===== src/rtl/fetch_pc_unit_if.sv =====
// Fetch-stage bus: next-PC controls in from decode/execute, PC and commit strobe out.
interface fetch_pc_unit_if #(
   parameter int unsigned IM_AW = 4
);
   logic [1:0]       npc_op;
   logic             br_taken;
   logic [31:0]      imm;
   logic [31:0]      rs1;
   logic [31:0]      pc;
   logic [IM_AW-1:0] im_addr;
   logic [31:0]      pc_plus4;
   logic             commit;

   modport master (
      output npc_op, br_taken, imm, rs1,
      input  pc, im_addr, pc_plus4, commit
   );

   modport slave (
      input  npc_op, br_taken, imm, rs1,
      output pc, im_addr, pc_plus4, commit
   );
endinterface


===== src/rtl/fetch_pc_unit.sv =====
// PC register with next-PC select, run/step FSM, debounced step button and commit counter.
module fetch_pc_unit #(
   parameter logic [31:0] RESET_PC    = 32'h0000_0000,
   parameter int unsigned IM_CODE_NUM = 12,
   parameter int unsigned IM_AW       = 4,
   parameter int unsigned DB_CYCLES   = 1_000_000,
   parameter bit          WRAP        = 1'b1
) (
   input  logic                  clk,
   input  logic                  rstn,
   input  logic                  tick_i,
   input  logic                  run_i,
   input  logic                  step_btn_i,
   fetch_pc_unit_if.slave        bus_io,
   output logic [1:0]            state_o,
   output logic                  err_o,
   output logic [15:0]           icount_o
);

   localparam int unsigned    DbW    = (DB_CYCLES > 1) ? $clog2(DB_CYCLES) : 1;
   localparam logic [DbW-1:0] DbLast = DbW'(DB_CYCLES - 1);
   localparam logic [31:0]    PcEnd  = RESET_PC + 32'(4 * IM_CODE_NUM);

   typedef enum logic [1:0] {
      StIdle = 2'b00,
      StRun  = 2'b01,
      StStep = 2'b10,
      StHalt = 2'b11
   } state_e;

   state_e         state_q;
   logic [31:0]    pc_q;
   logic           err_q;
   logic [15:0]    icount_q;
   logic [1:0]     sync_q;
   logic [DbW-1:0] db_cnt_q;
   logic           db_lvl_q;
   logic           step_req_q;

   logic [31:0]    pc_plus4;
   logic [31:0]    pc_d;
   logic           advance;
   logic           misaligned;
   logic           out_of_range;
   logic           db_accept;

   assign pc_plus4 = pc_q + 32'd4;

   always_comb begin
      pc_d = pc_plus4;
      case (bus_io.npc_op)
         2'b00:   pc_d = pc_plus4;
         2'b01:   pc_d = bus_io.br_taken ? (pc_q + bus_io.imm) : pc_plus4;
         2'b10:   pc_d = pc_q + bus_io.imm;
         default: pc_d = (bus_io.rs1 + bus_io.imm) & ~32'd1;
      endcase
   end

   assign misaligned   = |pc_d[1:0];
   assign out_of_range = (pc_d >= PcEnd) || (pc_d < RESET_PC);
   assign advance      = ((state_q == StRun) && tick_i) || ((state_q == StStep) && step_req_q);

   // A level is taken only after DB_CYCLES consecutive samples differing from the current one.
   assign db_accept = (sync_q[1] != db_lvl_q) && (db_cnt_q == DbLast);

   always_ff @(posedge clk or negedge rstn) begin
      if (!rstn) begin
         sync_q     <= 2'b00;
         db_cnt_q   <= '0;
         db_lvl_q   <= 1'b0;
         step_req_q <= 1'b0;
      end else begin
         sync_q     <= {sync_q[0], step_btn_i};
         step_req_q <= db_accept & sync_q[1];
         if (sync_q[1] == db_lvl_q) begin
            db_cnt_q <= '0;
         end else if (db_accept) begin
            db_lvl_q <= sync_q[1];
            db_cnt_q <= '0;
         end else begin
            db_cnt_q <= db_cnt_q + 1'b1;
         end
      end
   end

   always_ff @(posedge clk or negedge rstn) begin
      if (!rstn) begin
         state_q  <= StIdle;
         pc_q     <= RESET_PC;
         err_q    <= 1'b0;
         icount_q <= 16'h0000;
      end else begin
         if (advance && (icount_q != 16'hFFFF)) icount_q <= icount_q + 16'd1;
         case (state_q)
            StIdle: state_q <= run_i ? StRun : StStep;
            StRun, StStep: begin
               if (advance && misaligned) begin
                  err_q   <= 1'b1;
                  state_q <= StHalt;
               end else if (advance && out_of_range && !WRAP) begin
                  state_q <= StHalt;
               end else begin
                  if (advance) pc_q <= out_of_range ? RESET_PC : pc_d;
                  state_q <= run_i ? StRun : StStep;
               end
            end
            default: state_q <= StHalt;
         endcase
      end
   end

   assign bus_io.pc       = pc_q;
   assign bus_io.im_addr  = pc_q[IM_AW+1:2];
   assign bus_io.pc_plus4 = pc_plus4;
   assign bus_io.commit   = advance;
   assign state_o         = state_q;
   assign err_o           = err_q;
   assign icount_o        = icount_q;

endmodule


===== src/flat_wrapper.sv =====
// flat-port wrapper written by rule: the top's interface ports become plain ports
module fetch_pc_unit_flat 
#(
   parameter logic [31:0] RESET_PC    = 32'h0000_0000,
   parameter int unsigned IM_CODE_NUM = 12,
   parameter int unsigned IM_AW       = 4,
   parameter int unsigned DB_CYCLES   = 1_000_000,
   parameter bit          WRAP        = 1'b1
)
  (clk, rstn, tick_i, run_i, step_btn_i, state_o, err_o, icount_o, bus_io_npc_op, bus_io_br_taken, bus_io_imm, bus_io_rs1, bus_io_pc, bus_io_im_addr, bus_io_pc_plus4, bus_io_commit);
  fetch_pc_unit_if #(.IM_AW(IM_AW)) bus_io_i ();
  input  logic clk;
  input  logic rstn;
  input  logic tick_i;
  input  logic run_i;
  input  logic step_btn_i;
  output logic [1:0] state_o;
  output logic err_o;
  output logic [15:0] icount_o;
  input wire logic [$bits(bus_io_i.npc_op)-1:0] bus_io_npc_op;
  input wire logic [$bits(bus_io_i.br_taken)-1:0] bus_io_br_taken;
  input wire logic [$bits(bus_io_i.imm)-1:0] bus_io_imm;
  input wire logic [$bits(bus_io_i.rs1)-1:0] bus_io_rs1;
  output wire logic [$bits(bus_io_i.pc)-1:0] bus_io_pc;
  output wire logic [$bits(bus_io_i.im_addr)-1:0] bus_io_im_addr;
  output wire logic [$bits(bus_io_i.pc_plus4)-1:0] bus_io_pc_plus4;
  output wire logic [$bits(bus_io_i.commit)-1:0] bus_io_commit;
  assign bus_io_i.npc_op = bus_io_npc_op;
  assign bus_io_i.br_taken = bus_io_br_taken;
  assign bus_io_i.imm = bus_io_imm;
  assign bus_io_i.rs1 = bus_io_rs1;
  assign bus_io_pc = bus_io_i.pc;
  assign bus_io_im_addr = bus_io_i.im_addr;
  assign bus_io_pc_plus4 = bus_io_i.pc_plus4;
  assign bus_io_commit = bus_io_i.commit;
  fetch_pc_unit #(.RESET_PC(RESET_PC), .IM_CODE_NUM(IM_CODE_NUM), .IM_AW(IM_AW), .DB_CYCLES(DB_CYCLES), .WRAP(WRAP)) u_core (.clk(clk), .rstn(rstn), .tick_i(tick_i), .run_i(run_i), .step_btn_i(step_btn_i), .bus_io(bus_io_i), .state_o(state_o), .err_o(err_o), .icount_o(icount_o));
endmodule

===== config.mk =====
export PLATFORM = sky130hd
export DESIGN_NAME = fetch_pc_unit_flat
export DESIGN_NICKNAME = d
export VERILOG_FILES = /design/src/rtl/fetch_pc_unit_if.sv /design/src/rtl/fetch_pc_unit.sv /design/src/flat_wrapper.sv
export SDC_FILE = /design/constraint.sdc
export NUM_CORES = 1
export LEC_CHECK = 0
export ABC_CLOCK_PERIOD_IN_PS = 6950
export CORE_MARGIN = 2
export CORE_UTILIZATION = 46
export DETAILED_ROUTE_END_ITERATION = 7
export PLACE_DENSITY = 0.72
export SLEW_MARGIN = 10
export SYNTH_ARGS = -nofsm -noshare
export SYNTH_HDL_FRONTEND = slang
export SYNTH_SLANG_ARGS = --single-unit

===== constraint.sdc =====
create_clock -name clk -period 6.95 [get_ports clk]
set_input_delay 1.0425 -clock clk [delete_from_list [all_inputs] [get_ports clk]]
set_output_delay 1.0425 -clock clk [all_outputs]
set_load 0.02 [all_outputs]

Yosys cells after proc, flatten, opt, wreduce, memory -nomap -nowiden
Cells that the tools add are included.

storage, ports and cells
  register bits = 75
  word-level logic and storage cells = 48

operators by class
  add/subtract/negate cells = 5
  magnitude comparators = 2
  eq/ne operators = 8
  muxes and demuxes = 8
  bitwise operators = 3
  reduce and logical (&&, ||, !) cells = 14

operators by type and width
  cell                   number
  $pmux 32 s3            1
  $add 32x32->32         2
  $mux 32                2
  $mux 20                2
  $add 32x3->32 const B  1
  $ge 32x6->1 const B    1
  $lt 32x1->1 const B    1
  $add 20x1->20 const B  1
  $eq 20x20->1 const B   1
  $add 16x1->16 const B  1
  $ne 16x16->1 const B   1
  $logic_and 1x1->1      5
  $eq 2x1->1 const B     2
  $eq 2x2->1 const B     2
  $logic_not 2->1        2
  $mux 2                 2
  $pmux 2 s2             1
  $reduce_and 2->1       2
  $reduce_or 2->1        2
  $reduce_and 3->1       1
  $logic_or 1x1->1       2
  $not 1->1              2
  $and 1x1->1            1
  $eq 1x1->1             1
  $ne 1x1->1             1

Longest topological paths before layout
Gate-level depths: netlist (run 1).

  depth after elaboration = 7
  depth in mapped cells = 13
  depth with buffers taken out = 13

Worst setup path before layout (run 1)
Ideal clock, no wire load.

  path kind = input to register
  from = input bus_io_imm[0]
  to = register u_core.pc_q[5] (netlist: u_core.bus_io.pc[5])
  library setup time = 0.096 ns
  data arrival time = 3.742 ns
  data required time = 6.854 ns
  slack = 3.113 ns
  stages = 13
  cells stage by stage = ha_1 inv_1 fa_1 nand2b_1 a21o_1 a211o_1 a211oi_1 mux2i_1 a22o_1 nand3_1 o31ai_1 o211ai_1 o31ai_1

on the way
  longest elaborated chain between the ends = 7
  elaborated cells on any way between the ends = 12
  classes of those cells = add/sub (2); order compare (2); mux (3); bitwise (1); reduce/logical (4)

ends and longest elaborated chain
  what                                                                 RTL line                                  RTL
  start: declaration                                                   flat_wrapper.sv:22                        input wire logic [$bits(bus_io_i.imm)-1:0] bus_io_imm;
  $add 32x32->32                                                       fetch_pc_unit.sv:53, fetch_pc_unit.sv:54
  $mux 32                                                              fetch_pc_unit.sv:53                       2'b01: pc_d = bus_io.br_taken ? (pc_q + bus_io.imm) : pc_plus4;
  $pmux 32 s3 (*)                                                      fetch_pc_unit.sv:51                       case (bus_io.npc_op)
  parallel branches: the longest is 4 deep, another holds $ge 32x6->1  --
  end signal: assignment                                               fetch_pc_unit.sv:103                      if (advance) pc_q <= out_of_range ? RESET_PC : pc_d;
  end: declaration                                                     fetch_pc_unit.sv:32                       logic [31:0] pc_q;

Mark *: on every way between the ends.
A chain may end at the register's enable or synchronous reset.

Worst setup path after layout (run 1)
Same ends and word-level chain as after synthesis.

==> summary.txt, run 1 <==
Critical path
  • Worst flop-to-flop path startpoint: u_core.bus_io.pc[2]
  • Startpoint class of the critical path: primary input
  • CP Data Required Time: 7190 ps
  • Crit path DAT: 4860 ps
  • Crit-path leading delay family: compound AO/OA/AOI/OAI gates
  • Reg2Reg Depth: 11
  • R2R setup slack: 2700 ps
  • CP Capture Type: flop
  • Critical Path Stages: 14
  • Top fanout value on the critical path: 5
  • Worst path cell trace: clkdlybuf4s50_1 -> ha_1 -> inv_1 -> fa_1 -> nand2b_1 -> a21o_1 -> a211o_1 -> a211oi_1 -> mux2i_1 -> a22o_1 -> nand3_1 -> o31ai_1 -> o211ai_1 -> o31ai_1
  • Worst Setup SP: bus_io_imm[0]
  • Slowest CP cell: o31ai_1
  • Most frequent CP cell: o31ai_1
  • Crit-path max cell delay: 570 ps
  • CP Buf/Inv Count: 2
  • CP Class: in -> reg

Yosys
  • Register area share after synthesis: 23.3%
  • Synth warnings: 0
  • Post-synth EDFFs: 0
  • Main flop type after synthesis: dfrtp_1
  • Distinct cells, synth: 72
  • Syn_nets: 1163
  • Yosys reg bits: 75
  • Synthesized area per cell: 7.89 um2
  • Async S/R FF share, synth: 100%
  • Post-Syn Instances: 1021
  • Post-Syn Area: 0.00806 mm2

STA
  • Setup_tns: 0 ps
  • Pins Over Slew Limit: 0
  • Fin crit share: 66.4%
  • Tmin final: 4610 ps
  • Final setup viols: 0
  • Slew margin rel.: 35.9%
  • RSZ-0062 raised after global routing: no
  • Final Hold Fails: 0
  • Fmax: 0.217 GHz
  • Worst Tran Pin Value: 962 ps
  • Clock Skews: 8.52 ps

CTS
  • CTS H-tree depth: 3
  • Post-CTS Hold Buffers: 0
  • CTS sink cnt: 75
  • Clk_lat worst skew: 340 ps
  • CTS root buffer: clkbuf_16
  • Clock-pin slew of the registers on the worst-case setup and hold paths: 60 ps
  • CTS tree: yes
  • Post-CTS Resized: 0
  • Worst-case clock buffer depth: 2
  • Setup bufs post-CTS: 0
  • Number of clock buffers inserted by TritonCTS: 9

Drt
  • Routed WL: 25900 um
  • 1st-iter DRT viols: 493
  • Vias post-DR: 8301
  • Pre-antenna DRT Iters: 5
  • DRT antenna net count: 0
  • Drt via density: 6.06
  • Remaining DRCs: 0
  • DR WL/cell: 18.9 um

Global route
  • Largest net degree at the start of global routing: 76
  • GRT Overall Usage: 27.5%
  • GR Overflow Total: 0
  • Initial antenna violation count: 0
  • Global-route wire length before repair: 40000 um
  • Vias in the first global route: 7827

Die
  • Die X: 136 um
  • Die Ht: 136 um
  • Core area: 0.0172 mm2
  • Die area: 0.0186 mm2
  • FP Rows: 48
  • I/O Pins: 160
  • Starting density of the core: 46.7%

Cells and area
  • Diode count: 0
  • Number of nets in the layout: 1281
  • Share of layout cells above drive strength 1: 3.85%
  • Area Growth Syn to Fin: 24.2%
  • Design area: 0.0100 mm2
  • Filler cells: 1567

Power and ir drop
  • Power Total: 1.61 mW
  • Power Dens Cells: 161 mW/mm2
  • Static Leak: 4.32 nW
  • Peak supply drop: 0.193 mV

Worst hold path
  • Hold-critical path depth: 0
  • Hold Crit Class: reg -> reg
  • Hold_sp: u_core.sync_q[0]

Place
  • Placed inst area: 0.00968 mm2
  • HPWL after DPL: 20500 um
  • Port buffer count: 159
  • Placer congestion estimate: 0.926

Status
  • Status: complete, no violations

Run
  • Max-Cap Viols: 0
## cells in the final DEF (no fill, tap or decap), drive strengths merged, types with 4 or more instances in the layout
cell	n
clkdlybuf4s50	158
nand2	100
nor2	87
a21oi	84
dfrtp	75
ha	68
xnor2	58
o21ai	48
xor2	46
nand3	39
nor2b	32
a21o	29
nand4	29
nor3	22
and3	21
inv	21
a31oi	19
nor4	18
o211ai	15
a211oi	14
nand2b	12
and2	11
or2	10
o21a	9
mux2i	9
clkbuf	9
o31ai	9
a211o	8
and4	7
mux2	7
o22ai	6
or3	5
a221o	4
a2111oi	4
## flip-flops by register name, indices dropped and copies added (netlist names)
signal             flops
u_core.bus_io.pc      32
u_core.sync_q          2
u_core.step_req_q      1
u_core.db_cnt_q       20
u_core.state_o         2
u_core.db_lvl_q        1
u_core.err_o           1
u_core.icount_o       16
## synthesized netlist by cell type (8+ instances only)
| cell type | instances | area (um2) |
|---|---|---|
| nand2_1 | 100 | 375 |
| nor2_1 | 87 | 327 |
| a21oi_1 | 84 | 420 |
| dfrtp_1 | 75 | 1880 |
| ha_1 | 68 | 851 |
| xnor2_1 | 58 | 508 |
| o21ai_0 | 47 | 235 |
| xor2_1 | 46 | 403 |
| nand3_1 | 39 | 195 |
| clkbuf_1 | 34 | 128 |
| nor2b_1 | 32 | 200 |
| a21o_1 | 29 | 218 |
| nand4_1 | 26 | 163 |
| nor3_1 | 22 | 110 |
| and3_1 | 21 | 131 |
| inv_1 | 20 | 75.1 |
| a31oi_1 | 19 | 119 |
| nor4_1 | 17 | 106 |
| o211ai_1 | 15 | 113 |
| a211oi_1 | 13 | 97.6 |
| nand2b_1 | 12 | 75.1 |
| and2_1 | 11 | 68.8 |
| buf_4 | 10 | 75.1 |
| mux2i_1 | 9 | 90.1 |
| o21a_1 | 9 | 67.6 |
| or2_2 | 9 | 56.3 |
| a211o_1 | 8 | 70.1 |
| o31ai_1 | 8 | 60.1 |
## area by class of cell
cell class,count,area (um2),area share [%]
clock buffers,9,225,2.25
clock inverters,7,101,1.01
inverters,20,75.1,0.750
multi-input cells,873,5850,58.5
flip-flops and latches,75,1880,18.8
well taps,225,282,2.81
repair buffers,160,1600,16.0
## metrics by stage
step | hold WS (ps) | std cells | setup slack, ps | utilization, %
finish | 364 | 1369 | 2340 | 58.1
global route | 384 | 1369 | 2060 | 58.1
CTS | 371 | 1369 | 2340 | 58.1
detailed placement | 349 | 1353 | 1980 | 56.2
global placement | 333 | 1353 | 2110 | 56.2
floorplan | 331 | 1021 | 3110 | -
## worst paths after layout
path                                   endpoint
min                            u_core.sync_q[1]
max in group asynchronous  u_core.bus_io.pc[27]
min in group asynchronous     u_core.state_o[0]
max reg2reg                 u_core.bus_io.pc[4]
max                         u_core.bus_io.pc[5]
min reg2reg                    u_core.sync_q[1]
## layer usage
layer  wire, um  GRT usage, %
met5          0             0
met4        688          8.80
met3       1830          4.96
met2      12100          45.6
met1      11200          36.2
## cells by family (layout without fill, tap and decap cells)
kind of cell | Yosys count | count (layout) | share of synthesized area [%]
AO/OA/AOI/OAI | 282 | 282 | 22.8
multiplexers | 16 | 16 | 2.10
AND/OR/NAND/NOR | 401 | 401 | 25.4
adder cells (fa/ha/maj) | 70 | 70 | 11.1
buffers and inverters | 73 | 196 | 4.07
XOR/XNOR | 104 | 104 | 11.3
flip-flops | 75 | 75 | 23.3
## worst register-to-register path: stages (launching register included)
cell and delay, ps:
dfrtp_1 540, ha_1 300, nand4_1 290, nor4_1 650
nand4_1 190, xnor2_1 210, nand4b_1 240, nor4_1 780
o221ai_1 210, and4b_1 300, nand4_2 170, o31ai_1 280
## power breakdown
| group | switching, mW | total, mW | internal [mW] |
|---|---|---|---|
| combinational | 0.339 | 0.595 | 0.256 |
| sequential | 0.0355 | 0.503 | 0.467 |
| clock | 0.193 | 0.510 | 0.317 |
| total | 0.567 | 1.61 | 1.04 |
(Power assumes the default switching activity.)
==> run 2: changes to the inputs <==
ABC_CLOCK_PERIOD_IN_PS = 4400   (was 6950)
clock period = 4.4 ns   (was 6.95 ns; I/O delays follow)
==> run 2 against run 1 <==
Register-to-register slack got worse by 2100 ps. Sequential power grew 57%. Clock-buffer cell count grew 2. Combinational power rose by 63%. Non-clock buffer count is 16 higher. Clock skew decreased by 0.52 ps. Sequential share of layout area fell by 0.18 points. Wire length grew 1.7%. Setup slack worse by 1900 ps.
==> summary.txt, run 2 (same netlist as run 1, synthesis figures left out) <==
Drt
  • Vias post-DR: 8311
  • Routed WL: 26300 um
  • Pre-antenna DRT Iters: 7
  • Drt via density: 6.00
  • DR WL/cell: 19.0 um
  • Remaining DRCs: 0
  • DRT antenna net count: 0
  • 1st-iter DRT viols: 532

Die
  • Die X: 136 um
  • Core area: 0.0172 mm2
  • Die area: 0.0186 mm2
  • Die Ht: 136 um
  • I/O Pins: 160
  • Starting density of the core: 46.7%
  • FP Rows: 48

CTS
  • Setup bufs post-CTS: 0
  • Post-CTS Resized: 0
  • CTS H-tree depth: 3
  • CTS root buffer: clkbuf_16
  • Clock-pin slew of the registers on the worst-case setup and hold paths: 60 ps
  • Number of clock buffers inserted by TritonCTS: 9
  • Worst-case clock buffer depth: 2
  • CTS sink cnt: 75
  • CTS tree: yes
  • Post-CTS Hold Buffers: 0
  • Clk_lat worst skew: 340 ps

Global route
  • Largest net degree at the start of global routing: 76
  • Global-route wire length before repair: 40900 um
  • Initial antenna violation count: 0
  • GRT Overall Usage: 28.1%
  • Vias in the first global route: 7893
  • GR Overflow Total: 0

Power and ir drop
  • Power Dens Cells: 248 mW/mm2
  • Static Leak: 4.39 nW
  • Peak supply drop: 0.390 mV

Cells and area
  • Share of layout cells above drive strength 1: 5.09%
  • Diode count: 0
  • Area Growth Syn to Fin: 25.4%
  • Number of nets in the layout: 1297
  • Largest register FFs: 32
  • Commonest non-fill, non-tap cell in the layout: clkdlybuf4s50_1
  • Most frequent cells in the layout: clkdlybuf4s50_1 (158), nand2_1 (100), nor2_1 (87), a21oi_1 (84), dfrtp_1 (75)

STA
  • Slew margin rel.: 35.0%
  • Fmax: 0.253 GHz
  • Setup_tns: 0 ps
  • Fin crit share: 89.8%
  • Hold Slack: 348 ps
  • RSZ-0062 raised after global routing: no
  • Worst Tran Pin Value: 975 ps
  • Clock Skews: 8.00 ps
  • Final Hold Fails: 0
  • Tmin final: 3950 ps
  • Final setup viols: 0
  • Pins Over Slew Limit: 0

Critical path
  • CP Data Required Time: 4650 ps
  • CP Capture Type: flop
  • Startpoint class of the critical path: primary input
  • Crit path DAT: 4200 ps
  • CP Class: in -> reg
  • Top fanout value on the critical path: 5

Run
  • Max-Cap Viols: 0

Worst hold path
  • Hold Crit Class: reg -> reg

Place
  • Placer congestion estimate: 0.944
  • Port buffer count: 159
  • HPWL after DPL: 21000 um

Status
  • Status: complete, no violations
## run 2: metrics by stage
step	power [mW]	worst slack [ps]	utilization (%)	cell area, um2	cells
6_report	2.51	448	58.6	10100	1385
5_1_grt	2.64	242	58.6	10100	1385
4_1_cts	2.52	464	58.6	10100	1385
3_5_place_dp	1.76	107	56.9	9800	1369
3_3_place_gp	1.75	198	56.9	9800	1369
2_1_floorplan	1.38	945	-	8060	1021
## run 2: routing by layer
metal	vias up	GRT usage (%)	part of all wire (%)
li1	4017	-	-
met5	-	0	0
met2	290	45.4	46
met1	3953	38.3	45
met4	0	10.1	2.9
met3	51	3.91	6.6
## run 2: final cells by class
type                    instances  area (um2)
inverters                      20        75.1
multi-input cells             873        5850
fillers                      1577        7130
clock buffers                  11         243
repair buffers                176        1720
flip-flops and latches         75        1880
well taps                     225         282
clock inverters                 5        60.1
## run 2: path summary, 6_finish.rpt
check                           slack [ps]  depth (start not counted)                 from              endpoint
worst min register to register         350                          0     u_core.sync_q[0]      u_core.sync_q[1]
worst max register to register         580                         12  u_core.bus_io.pc[3]   u_core.bus_io.pc[4]
worst min-delay path                   350                          0     u_core.sync_q[0]      u_core.sync_q[1]
max in group asynchronous             3290                          1                 rstn  u_core.bus_io.pc[22]
worst max-delay path                   450                         15        bus_io_imm[0]   u_core.bus_io.pc[5]
min in group asynchronous              470                          1                 rstn     u_core.state_o[1]
## run 2: critical path, cell delays in order
cell             delay [ps]
clkdlybuf4s50_1         520
ha_1                    190
inv_1                    60
fa_1                    390
nand2b_1                180
a21o_1                  220
a211o_1                 330
a211oi_1                490
mux2i_1                 260
a22o_1                  140
nand3_1                  70
o31ai_1                 250
buf_4                   180
o211ai_1                 90
o31ai_1                 190
## run 2: power breakdown
part	leakage, nW	internal [mW]	switching [mW]
logic	3.22	0.417	0.552
registers	1.02	0.738	0.0529
clock network	0.146	0.457	0.290
==> run 3: changes to the inputs <==
CORE_ASPECT_RATIO = 0.75   (was not set)
CTS_CLUSTER_DIAMETER = 50   (was not set)
==> run 3 against run 2 <==
Sequential share of layout area is 0.067 points higher. Via count is 0.25% lower. Total power is 1.9% higher. Fmax hardly changed. Highest routed layer unchanged. Wire length is 0.69% lower. First-iteration DRC count is 24% higher. Critical path depth stayed put. Global-route usage is 0.17 points lower. Largest cell class unchanged.
==> summary.txt, run 3 (same netlist as run 1, synthesis figures left out) <==
CTS
  • Post-CTS Hold Buffers: 0
  • Clock-pin slew of the registers on the worst-case setup and hold paths: 80 ps
  • Clk_lat worst skew: 350 ps
  • CTS sink cnt: 75
  • Number of clock buffers inserted by TritonCTS: 9
  • CTS root buffer: clkbuf_16
  • Post-CTS Resized: 0
  • Worst-case clock buffer depth: 2
  • Setup bufs post-CTS: 0
  • CTS H-tree depth: 3
  • CTS tree: yes

Cells and area
  • Non-Filler Instances: 1387
  • Most frequent cells in the layout: clkdlybuf4s50_1 (158), nand2_1 (100), nor2_1 (87), a21oi_1 (84), dfrtp_1 (75)
  • Area Growth Syn to Fin: 25.0%
  • Share of layout cells above drive strength 1: 4.43%
  • Commonest non-fill, non-tap cell in the layout: clkdlybuf4s50_1
  • Diode count: 0
  • Largest register FFs: 32
  • Number of nets in the layout: 1288

Drt
  • DR WL/cell: 18.8 um
  • Routed WL: 26100 um
  • Pre-antenna DRT Iters: 5
  • Remaining DRCs: 0
  • DRT antenna net count: 0
  • 1st-iter DRT viols: 661
  • Drt via density: 5.98
  • Vias post-DR: 8290

Critical path
  • Worst path cell trace: clkdlybuf4s50_1 -> ha_1 -> inv_1 -> fa_1 -> nand2b_1 -> a21o_1 -> a211o_1 -> a211oi_1 -> mux2i_1 -> a22o_1 -> nand3_1 -> o31ai_1 -> buf_4 -> o211ai_1 -> o31ai_1
  • CP Capture Type: flop
  • Crit-path max cell delay: 500 ps
  • Slowest CP cell: clkdlybuf4s50_1
  • Top fanout value on the critical path: 5
  • Worst flop-to-flop path startpoint: u_core.bus_io.pc[4]
  • Most frequent CP cell: o31ai_1
  • Worst Setup SP: bus_io_imm[0]
  • Startpoint class of the critical path: primary input
  • CP Class: in -> reg
  • CP Data Required Time: 4660 ps
  • Crit path DAT: 4210 ps

STA
  • Worst Tran Pin Value: 952 ps
  • Pins Over Slew Limit: 0
  • Clock Skews: 14.6 ps
  • Setup_tns: 0 ps
  • Tmin final: 3950 ps
  • RSZ-0062 raised after global routing: no
  • Final setup viols: 0
  • Final Hold Fails: 0
  • Fin crit share: 89.9%
  • Slew margin rel.: 36.5%
  • Fmax: 0.253 GHz

Global route
  • GR Overflow Total: 0
  • Global-route wire length before repair: 40900 um
  • Met2 usage: 38.0%
  • GR peak layer: met1
  • Met1 Use GR: 43.8%
  • Largest net degree at the start of global routing: 76
  • GR Util met3: 6.86%
  • GRT Overall Usage: 27.9%
  • Initial antenna violation count: 0
  • Vias in the first global route: 7694

Die
  • I/O Pins: 160
  • Core area: 0.0170 mm2
  • Die Ht: 119 um
  • Starting density of the core: 47.4%
  • Die X: 157 um
  • Die area: 0.0186 mm2
  • FP Rows: 41

Run
  • Max-Cap Viols: 0

Worst hold path
  • Hold Crit Class: reg -> reg
  • Hold_sp: u_core.sync_q[0]

Place
  • Port buffer count: 159
  • HPWL after DPL: 20500 um
  • Placer congestion estimate: 0.976
  • Placed Instances: 1371

Power and ir drop
  • Static Leak: 4.36 nW
  • Peak supply drop: 0.339 mV
  • Power Dens Cells: 254 mW/mm2

Status
  • Status: complete, no violations
==> run 3: cell types whose count changed in the layout (fill, tap and decap cells not counted) <==
cell        previous run  this run
buf_4                 18         9
clkbuf_1               1         0
clkbuf_8               1         2
clkinv_2               1         0
clkinv_4               1         2
clkinvlp_4             1         0
inv_8                  0         1
==> run 3: power breakdown <==
| part | internal [mW] | switching (mW) | total (mW) |
|---|---|---|---|
| Sequential | 0.738 | 0.0566 | 0.795 |
| Combinational | 0.411 | 0.540 | 0.951 |
| Clock | 0.479 | 0.328 | 0.807 |
==> run 3: layout make-up <==
cell class	count	area (um2)
inverter	20	75.1
clock buffer	11	253
clock inverter	5	67.6
sequential	75	1880
tap	236	295
multi-input combinational	873	5850
timing repair buffer	167	1650
fill	1564	6910
==> run 3: metal layers <==
layer / wire length [um] / vias to the layer above / part of all wire, %
met5: 0 / - / 0
met4: 439 / 0 / 1.7
met1: 12800 / 3895 / 49
li1: - / 4002 / -
met2: 10300 / 362 / 39
met3: 2620 / 31 / 10
==> run 3: worst paths after layout <==
path / end / slack [ps] / depth (start not counted)
min reg2reg: u_core.sync_q[1] / 350 / 0
max in group asynchronous: u_core.bus_io.pc[29] / 3320 / 1
min in group asynchronous: u_core.icount_o[9] / 460 / 1
max reg2reg: u_core.bus_io.pc[5] / 650 / 11
max: u_core.bus_io.pc[5] / 450 / 15
min: u_core.sync_q[1] / 350 / 0
==> run 3: critical path: cells and delay by family <==
| family | cells | cell delay [ps] |
|---|---|---|
| and+or+nand+nor | 2 | 260 |
| adders and majority gates | 2 | 580 |
| muxes | 1 | 240 |
| buffers and inverters | 3 | 740 |
| AOI/OAI and AO/OA | 7 | 1720 |
==> run 3: metrics by stage <==
| step | utilization [%] | instance area, um2 | hold slack, ps | setup WS (ps) | total power [mW] |
|---|---|---|---|---|---|
| 3_3_place_gp | 57.4 | 9750 | 342 | 187 | 1.74 |
| 4_1_cts | 59.3 | 10100 | 357 | 422 | 2.55 |
| 6_report | 59.3 | 10100 | 354 | 446 | 2.55 |
| 5_1_grt | 59.3 | 10100 | 370 | 71.5 | 2.70 |
| 2_1_floorplan | - | 8060 | 331 | 945 | 1.38 |
| 3_5_place_dp | 57.4 | 9750 | 343 | 85.1 | 1.74 |
